`src/rtl/cdb_pkg.sv`:
```
// Common data bus word layout, idle word and destination register encodings
// shared by the CDB arbiter and its result queue.
package cdb_pkg;

  localparam int unsigned WORD_W   = 16;
  localparam int unsigned DEST_MSB = 15;
  localparam int unsigned DEST_LSB = 13;
  localparam int unsigned RS_MSB   = 12;
  localparam int unsigned RS_LSB   = 11;
  localparam int unsigned SRC_BIT  = 10;
  localparam int unsigned DATA_MSB = 9;
  localparam int unsigned DATA_W   = 10;
  localparam int unsigned RS_IDX_W = 2;
  localparam int unsigned RS_NUM   = 4;

  localparam logic [WORD_W-1:0] CDB_INVALID_WORD = 16'hFFFF;

  typedef enum logic [2:0] {
    REG_R0 = 3'b001,
    REG_R1 = 3'b010,
    REG_R2 = 3'b100
  } reg_onehot_e;

  function automatic logic dest_is_onehot(input logic [2:0] dest);
    return (dest == REG_R0) || (dest == REG_R1) || (dest == REG_R2);
  endfunction

endpackage

```
`src/rtl/cdb_fifo.sv`:
```
// Result queue: up to two pushes (a before b) and one pop per clock.
// The caller guarantees pushes fit and pop only happens when count != 0.
module cdb_fifo #(
  parameter int unsigned DEPTH = 4,
  parameter int unsigned WIDTH = 16
) (
  input  logic                     clk,
  input  logic                     rst,
  input  logic                     push_a,
  input  logic [WIDTH-1:0]         data_a,
  input  logic                     push_b,
  input  logic [WIDTH-1:0]         data_b,
  input  logic                     pop,
  output logic [WIDTH-1:0]         head,
  output logic [$clog2(DEPTH):0]   count
);

  localparam int unsigned PTR_W = $clog2(DEPTH);
  localparam int unsigned CNT_W = PTR_W + 1;

  logic [WIDTH-1:0] mem_q [DEPTH];
  logic [WIDTH-1:0] mem_d [DEPTH];
  logic [PTR_W-1:0] wr_ptr_q, wr_ptr_d;
  logic [PTR_W-1:0] rd_ptr_q, rd_ptr_d;
  logic [CNT_W-1:0] count_q, count_d;

  always_comb begin
    mem_d    = mem_q;
    wr_ptr_d = wr_ptr_q;
    rd_ptr_d = rd_ptr_q;
    if (pop) rd_ptr_d = rd_ptr_q + PTR_W'(1);
    // second push lands in the slot after the first, pointers wrap by width
    if (push_a) begin
      mem_d[wr_ptr_d] = data_a;
      wr_ptr_d        = wr_ptr_d + PTR_W'(1);
    end
    if (push_b) begin
      mem_d[wr_ptr_d] = data_b;
      wr_ptr_d        = wr_ptr_d + PTR_W'(1);
    end
    count_d = count_q - CNT_W'(pop) + CNT_W'(push_a) + CNT_W'(push_b);
  end

  always_ff @(posedge clk) begin
    if (rst) begin
      wr_ptr_q <= '0;
      rd_ptr_q <= '0;
      count_q  <= '0;
    end else begin
      wr_ptr_q <= wr_ptr_d;
      rd_ptr_q <= rd_ptr_d;
      count_q  <= count_d;
    end
    mem_q <= mem_d;
  end

  assign head  = mem_q[rd_ptr_q];
  assign count = count_q;

endmodule

```
`src/rtl/cdb_arbiter.sv`:
```
// Validates ULA and load/store ULA results, queues well-formed words and
// broadcasts one per clock on the registered CDB with decoded side outputs.
module cdb_arbiter
  import cdb_pkg::*;
#(
  parameter int unsigned DEPTH        = 4,
  parameter logic [15:0] INVALID_WORD = CDB_INVALID_WORD
) (
  input  logic        clock,
  input  logic        reset,
  input  logic [15:0] ula_in,
  input  logic [15:0] ula_ldsd_in,
  output logic [15:0] cdb,
  output logic [2:0]  reg_wr_en,
  output logic [15:0] reg_wr_data,
  output logic [3:0]  rs_free,
  output logic        queue_full,
  output logic        overflow,
  output logic [7:0]  malformed_count
);

  localparam int unsigned CNT_W = $clog2(DEPTH) + 1;

  logic             a_valid, b_valid, a_ok, b_ok, a_bad, b_bad;
  logic             pop, push_a, push_b, drop;
  logic [CNT_W-1:0] count, free_slots;
  logic [15:0]      head;
  logic [8:0]       mal_sum;

  logic [15:0] cdb_q, cdb_d;
  logic [2:0]  reg_wr_en_q, reg_wr_en_d;
  logic [15:0] reg_wr_data_q, reg_wr_data_d;
  logic [3:0]  rs_free_q, rs_free_d;
  logic        overflow_q, overflow_d;
  logic [7:0]  mal_q, mal_d;

  always_comb begin
    a_valid = (ula_in != INVALID_WORD);
    b_valid = (ula_ldsd_in != INVALID_WORD);
    a_ok    = a_valid && dest_is_onehot(ula_in[DEST_MSB:DEST_LSB]);
    b_ok    = b_valid && dest_is_onehot(ula_ldsd_in[DEST_MSB:DEST_LSB]);
    a_bad   = a_valid && !a_ok;
    b_bad   = b_valid && !b_ok;

    pop = (count != '0);
    // space freed by this edge's pop is usable by this edge's pushes
    free_slots = CNT_W'(DEPTH) - count + CNT_W'(pop);
    push_a     = a_ok && (free_slots >= CNT_W'(1));
    push_b     = b_ok && (free_slots >= (a_ok ? CNT_W'(2) : CNT_W'(1)));
    drop       = (a_ok && !push_a) || (b_ok && !push_b);

    cdb_d         = INVALID_WORD;
    reg_wr_en_d   = '0;
    reg_wr_data_d = '0;
    rs_free_d     = '0;
    if (pop) begin
      cdb_d         = head;
      reg_wr_en_d   = head[DEST_MSB:DEST_LSB];
      reg_wr_data_d = {6'b0, head[DATA_MSB:0]};
      rs_free_d     = RS_NUM'(1) << head[RS_MSB:RS_LSB];
    end

    overflow_d = overflow_q || drop;
    mal_sum    = {1'b0, mal_q} + 9'(a_bad) + 9'(b_bad);
    mal_d      = mal_sum[8] ? 8'hFF : mal_sum[7:0];
  end

  cdb_fifo #(
    .DEPTH (DEPTH),
    .WIDTH (WORD_W)
  ) u_fifo (
    .clk    (clock),
    .rst    (reset),
    .push_a (push_a),
    .data_a (ula_in),
    .push_b (push_b),
    .data_b (ula_ldsd_in),
    .pop    (pop),
    .head   (head),
    .count  (count)
  );

  always_ff @(posedge clock) begin
    if (reset) begin
      cdb_q         <= INVALID_WORD;
      reg_wr_en_q   <= '0;
      reg_wr_data_q <= '0;
      rs_free_q     <= '0;
      overflow_q    <= 1'b0;
      mal_q         <= '0;
    end else begin
      cdb_q         <= cdb_d;
      reg_wr_en_q   <= reg_wr_en_d;
      reg_wr_data_q <= reg_wr_data_d;
      rs_free_q     <= rs_free_d;
      overflow_q    <= overflow_d;
      mal_q         <= mal_d;
    end
  end

  assign cdb             = cdb_q;
  assign reg_wr_en       = reg_wr_en_q;
  assign reg_wr_data     = reg_wr_data_q;
  assign rs_free         = rs_free_q;
  assign queue_full      = (count == CNT_W'(DEPTH));
  assign overflow        = overflow_q;
  assign malformed_count = mal_q;

endmodule

```
`config.mk`:
```
export PLATFORM = sky130hd
export DESIGN_NAME = cdb_arbiter
export DESIGN_NICKNAME = d
export VERILOG_FILES = /design/src/rtl/cdb_pkg.sv /design/src/rtl/cdb_fifo.sv /design/src/rtl/cdb_arbiter.sv
export SDC_FILE = /design/constraint.sdc
export NUM_CORES = 1
export LEC_CHECK = 0
export BUFFER_PORTS_ARGS = -buffer_cell sky130_fd_sc_hd__buf_2
export CORE_ASPECT_RATIO = 0.75
export CORE_MARGIN = 4
export CORE_UTILIZATION = 55
export DETAILED_ROUTE_END_ITERATION = 12
export PLACE_DENSITY = 0.78
export SYNTH_ARGS = -nofsm -noshare
export SYNTH_HDL_FRONTEND = slang
export SYNTH_SLANG_ARGS = --single-unit
```
`constraint.sdc`:
```
create_clock -name clock -period 6.4 [get_ports clock]
set_input_delay 0.64 -clock clock [delete_from_list [all_inputs] [get_ports clock]]
set_output_delay 0.64 -clock clock [all_outputs]
set_load 0.02 [all_outputs]
```
==> impl_metrics.yaml, run 1 <==
status:
  outcome: "completed"
global_routing:
  first_global_vias: 4903
  grt_pass1_wl_mm: 25.8
  overflow: 0
  antenna_found_initial: 0
  grt_max_degree: 67
  grtUsageTotal_pct: 29.3
yosys:
  ys_ff_latch: 113
  synthFlopType: "dfxtp_1"
  yosys_warnings: 0
  synth-edff-count: 0
  synth.distinct_cells: 41
  synthArstFlopShare_pct: 0
  ys_seq_area_share_pct: 41.9
  synthCells: 604
  synth_top_area_share_pct: 41.9
  yosys.area.top_type: "dfxtp_1"
  synth.cell_area_mm2: 0.00541
  synth_area_leaders: "dfxtp_1 42%, nor4_1 7.6%, a31oi_1 7.5%"
  avgSynthCellArea_um2: 8.95
sta:
  post-route-period-util_pct: 76.9
  finalSetupTns_ns: 0
  finalMaxSlewViolations: 0
  rsz0062_at_grt: "false"
  period_needed_ns: 4.92
  finalSetupViolCount: 0
  finClkSkew_ns: 0.00766
  finalHoldViolCount: 0
  clock.fmax_mhz: 203
  tightest_slew_ns: 1.17
  relSlewSlack_pct: 21.6
routing:
  postRouteAntennaNets: 0
  dr.pass1.iters: 6
  dr.first_iter.drc_count: 721
  drc: 0
  vias: 5323
  routed_wl_mm: 16.6
  wire_per_inst_um: 21.2
  vias_per_cell: 6.77
pwr:
  power_mw: 4.06
  p_per_area_mw_per_mm2: 646
  leakage_nw: 2.32
  ir_worst_vdd_v: 0.000564
clock_tree:
  cts_buffer_depth: 2
  insertion_delay_ns: 0.42
  cts_root_buffer: "clkbuf_16"
  ctsHoldBuffers: 0
  cts_resized: 0
  post-cts-setup-buffer-count: 0
  htree_levels: 4
  cts_made_buffers: 17
  cts_tree: "yes"
  clock_sinks: 113
  clk_pin_slew_worst_paths_ns: 0.05
placed_design:
  placedCellCount: 755
  gp_congestion: 0.851
  numPortBuffers: 76
  place_hpwl_mm: 10.0
worst_setup_path:
  worst_setup_path_start_kind: "flop"
  reg2reg_from: "u_fifo.count[0]"
  critical_path_class: "flop to flop"
  rrSetupSlack_ns: 1.48
  end_kind: "flop"
  cp_data_required_time_ns: 6.72
  arrival_ns: 5.24
  r2r-end: "u_fifo.mem_q[55]"
  reg2reg_depth: 13
  crit_fanout: 66
finish:
  n_fill_cell: 797
  drive_gt1_share_pct: 20.6
  syn2layout_area_growth_pct: 16.3
  layout.cells.non_filler: 786
  layout_common_cells: "113 x dfxtp_1, 76 x buf_2, 70 x nand3_1"
  multi_input_area_mm2: 0.00279
  final_common_cell: "dfxtp_1"
  antenna_cells: 0
  postLayoutCoreUtil_pct: 65.3
  seq_area_mm2: 0.00226
  nNetsFinal: 693
worst_hold_path:
  min_to: "overflow"
  hp-class: "flop to flop"
  whs_path_depth: 2
  hp-start: "overflow"
floorplan:
  die_x_um: 122
  io_pins: 83
  dieHeight_um: 93.9
  fp-row-count: 31
  die-area_mm2: 0.0115
  design.core.area_mm2: 0.00962
  start_util_pct: 56.2
run:
  cap_viol_max_count: 0
## synthesized netlist by cell type (all sizes together) (2+ instances only)
cell / n
a31oi: 65
nand2: 5
nand3: 70
nor4: 66
xnor2: 6
or3: 15
inv: 23
a21oi: 8
and2: 13
and3: 2
xor2: 5
dfxtp: 113
nand2b: 2
o21a: 2
nor2: 13
nor3: 5
nor2b: 3
fa: 3
ha: 14
a211oi: 3
clkbuf: 35
o21ai: 67
mux4: 16
buf: 32
nand4: 9
## power breakdown
| part | total (mW) | internal, mW | switching, mW |
|---|---|---|---|
| clock network | 0.905 | 0.567 | 0.338 |
| logic | 1.91 | 0.673 | 1.24 |
| registers | 1.24 | 1.06 | 0.186 |
## worst max path at each step
| stage | start | endpoint | slack (ns) |
|---|---|---|---|
| 5_1_grt | u_fifo.count[0] | u_fifo.mem_q[27] | 1.18 |
| 6_report | u_fifo.count[0] | u_fifo.mem_q[55] | 1.48 |
| 2_1_floorplan | u_fifo.count[1] | u_fifo.count[2] | 2.77 |
| 3_3_place_gp | u_fifo.count[0] | u_fifo.mem_q[26] | 1.87 |
| 4_1_cts | u_fifo.count[0] | u_fifo.mem_q[27] | 1.61 |
| 3_5_place_dp | u_fifo.count[0] | u_fifo.mem_q[27] | 1.62 |
## area by class of cell
class / instances / share of cell area, %
Clock buffer: 17 / 6.77
Inverter: 23 / 1.37
Clock inverter: 14 / 2.29
Sequential cell: 113 / 36.0
Multi-Input combinational cell: 406 / 44.3
Timing Repair Buffer: 81 / 6.65
Tap cell: 132 / 2.63
## worst max-delay path, stage by stage (launching register included)
cell	delay, ns
dfxtp_1	0.35
nor3_1	0.19
buf_4	0.26
ha_1	0.19
inv_1	0.04
ha_1	0.28
nand2b_1	0.20
o221ai_4	0.14
buf_4	0.61
inv_2	0.66
xnor2_1	0.58
ha_1	0.25
nand3_1	0.61
a31oi_1	0.39
## per-stage QoR
stage,worst slack [ns],hold WS (ns),area [um2]
global placement,1.87,0.460,5720
global route,1.18,0.524,6290
finish,1.48,0.490,6290
floorplan,2.77,0.476,5420
detailed placement,1.62,0.489,5720
CTS,1.61,0.501,6290
## state kept, by name, summed over array words and instances (netlist names)
register / flops
u_fifo.mem_q: 64
cdb: 16
reg_wr_data: 10
malformed_count: 8
rs_free: 4
reg_wr_en: 3
u_fifo.count: 3
u_fifo.rd_ptr_q: 2
u_fifo.wr_ptr_q: 2
overflow: 1
## cell families (layout without fill, tap and decap cells)
family                   Yosys count  after routing  synth area share, %
AO/OA/AOI/OAI                    148            148                 15.9
XOR/XNOR                          11             11                 1.92
adder cells (fa/ha/maj)           17             17                 4.35
buffers and inverters             90            135                 7.52
flip-flops                       113            113                 41.9
multiplexers                      18             18                 7.06
other                              1              6               0.0694
AND/OR/NAND/NOR                  206            206                 21.4
## metal layers
layer  routed length (um)  part of all wire, %  track usage [%]  up-vias
met2                 7460                   45             44.6      420
met5                    0                    0                0        -
li1                     -                    -                -     2354
met4                  357                  2.1             12.3        0
met3                 2300                   14             9.87       43
met1                 6510                   39             38.2     2506
No activity file was read; power rests on OpenSTA's default activity.
==> run 2, diff against run 1 <==
CORE_UTILIZATION = 51   (was 55)
PLACE_DENSITY = 0.76   (was 0.78)
clock period = 4.3 ns   (was 6.4 ns; I/O delays follow)
==> run 2 against run 1 <==
Count of clock-buffer cells in the layout up 1. Setup slack worse by 0.78 ns. Core utilization down 3.3 points. Final cell count up 1.0%. Total power up 56%. Fmax up 37%. Non-clock buffer count up 3. Die area up 7.2%. Flip-flop and latch count unchanged. Wire length up 3.2%. Clock power up 76%.
==> impl_metrics.yaml, run 2 (same netlist as run 1, synthesis figures left out) <==
sta:
  rsz0062_at_grt: "false"
  post-route-period-util_pct: 83.8
  finalMaxSlewViolations: 0
  finClkSkew_ns: 0.00541
  tightest_slew_ns: 1.06
  clock.fmax_mhz: 278
  finalHoldViolCount: 0
  finalSetupViolCount: 0
  relSlewSlack_pct: 29.5
  fin_hold_ws_ns: 0.333
  period_needed_ns: 3.60
  finalSetupTns_ns: 0
clock_tree:
  cts_buffer_depth: 2
  ctsHoldBuffers: 0
  cts_made_buffers: 17
  cts_root_buffer: "clkbuf_16"
  htree_levels: 4
  post-cts-setup-buffer-count: 0
  clk_pin_slew_worst_paths_ns: 0.06
  cts_tree: "yes"
  clock_sinks: 113
  insertion_delay_ns: 0.41
  cts_resized: 0
finish:
  antenna_cells: 0
  layout_common_cells: "113 x dfxtp_1, 76 x buf_2, 70 x nand3_1"
  syn2layout_area_growth_pct: 18.7
  seq_area_mm2: 0.00226
  top_register: "u_fifo.mem_q"
  final_common_cell: "dfxtp_1"
  postLayoutCoreUtil_pct: 62.1
  drive_gt1_share_pct: 21.3
  layout.cell_area.non_filler_mm2: 0.00641
  multi_input_area_mm2: 0.00279
  nNetsFinal: 696
  n_fill_cell: 871
  largest_reg_flops: 64
floorplan:
  die_x_um: 127
  io_pins: 83
  die-area_mm2: 0.0123
  design.core.area_mm2: 0.0103
  fp-row-count: 32
  start_util_pct: 52.3
  dieHeight_um: 97.2
worst_setup_path:
  critical_path_class: "flop to flop"
  rrSetupSlack_ns: 0.70
  reg2reg_depth: 13
  end_kind: "flop"
  cp_data_required_time_ns: 4.54
  crit_start: "u_fifo.count[1]"
  worst_setup_path_start_kind: "flop"
  reg2reg_from: "u_fifo.count[1]"
  arrival_ns: 3.84
  crit_fanout: 23
worst_hold_path:
  hp-class: "input pin to flop"
  whs_path_depth: 3
  hp-start: "ula_in[2]"
global_routing:
  overflow: 0
  antenna_found_initial: 0
  first_global_vias: 5243
  grt_pass1_wl_mm: 27.0
  grt_max_degree: 65
  grtUsageTotal_pct: 27.7
pwr:
  ir_worst_vdd_v: 0.000639
  power_mw: 6.33
  leakage_nw: 2.39
  p_per_area_mw_per_mm2: 987
placed_design:
  place_hpwl_mm: 10.5
  place_area_mm2: 0.00575
  numPortBuffers: 76
  gp_congestion: 0.830
routing:
  vias_per_cell: 6.69
  dr.first_iter.drc_count: 695
  routed_wl_mm: 17.2
  postRouteAntennaNets: 0
  wire_per_inst_um: 21.6
  vias: 5310
  drc: 0
  dr.pass1.iters: 8
status:
  outcome: "completed"
run:
  cap_viol_max_count: 0
[run 2: changes by cell type in the layout (fill, tap and decap cells not counted), sizes merged]
cell      previous run  this run
inv                 23        27
buf                 81        84
clkbuf              17        18
bufinv               2         5
clkinv               7         5
clkinvlp             5         0
[run 2: final cells by class]
| cell class | instances | share of cell area (%) |
|---|---|---|
| clock buffer | 18 | 6.85 |
| clock inverter | 14 | 3.51 |
| inverter | 23 | 1.35 |
| multi-input combinational | 406 | 43.5 |
| sequential | 113 | 35.3 |
| tap | 136 | 2.65 |
| timing repair buffer | 84 | 6.87 |
[run 2: critical path: stages, from the launching register on]
cell,delay [ns]
dfxtp_1,0.35
nor3_2,0.22
ha_1,0.17
inv_1,0.04
ha_1,0.29
nand2b_1,0.21
o221ai_4,0.16
buf_4,0.32
inv_2,0.08
xnor2_1,0.37
inv_1,0.14
ha_1,0.25
nand3_1,0.60
a31oi_1,0.21
[run 2: through the flow]
step	setup slack [ns]	std cells
3_5_place_dp	0.622	762
4_1_cts	0.743	794
2_1_floorplan	0.670	609
5_1_grt	0.472	794
6_report	0.697	794
3_3_place_gp	0.744	762
[run 2: path summary, 6_finish.rpt]
path	end
setup / recovery	u_fifo.mem_q[44]
hold / removal	u_fifo.mem_q[34]
setup reg to reg	u_fifo.mem_q[44]
hold reg to reg	overflow
[run 2: power by group]
part / leakage [nW] / internal [mW] / switching (mW)
Combinational: 1.12 / 1.02 / 1.88
Clock: 0.326 / 1.05 / 0.534
Sequential: 0.944 / 1.58 / 0.272
[run 2: per-layer routing]
layer | global-route usage, % | share of wire (%) | vias up
met3 | 9.12 | 14 | 67
li1 | - | - | 2367
met1 | 36.4 | 39 | 2465
met2 | 41.0 | 44 | 411
met4 | 13.4 | 3.2 | 0
met5 | 0 | 0 | -
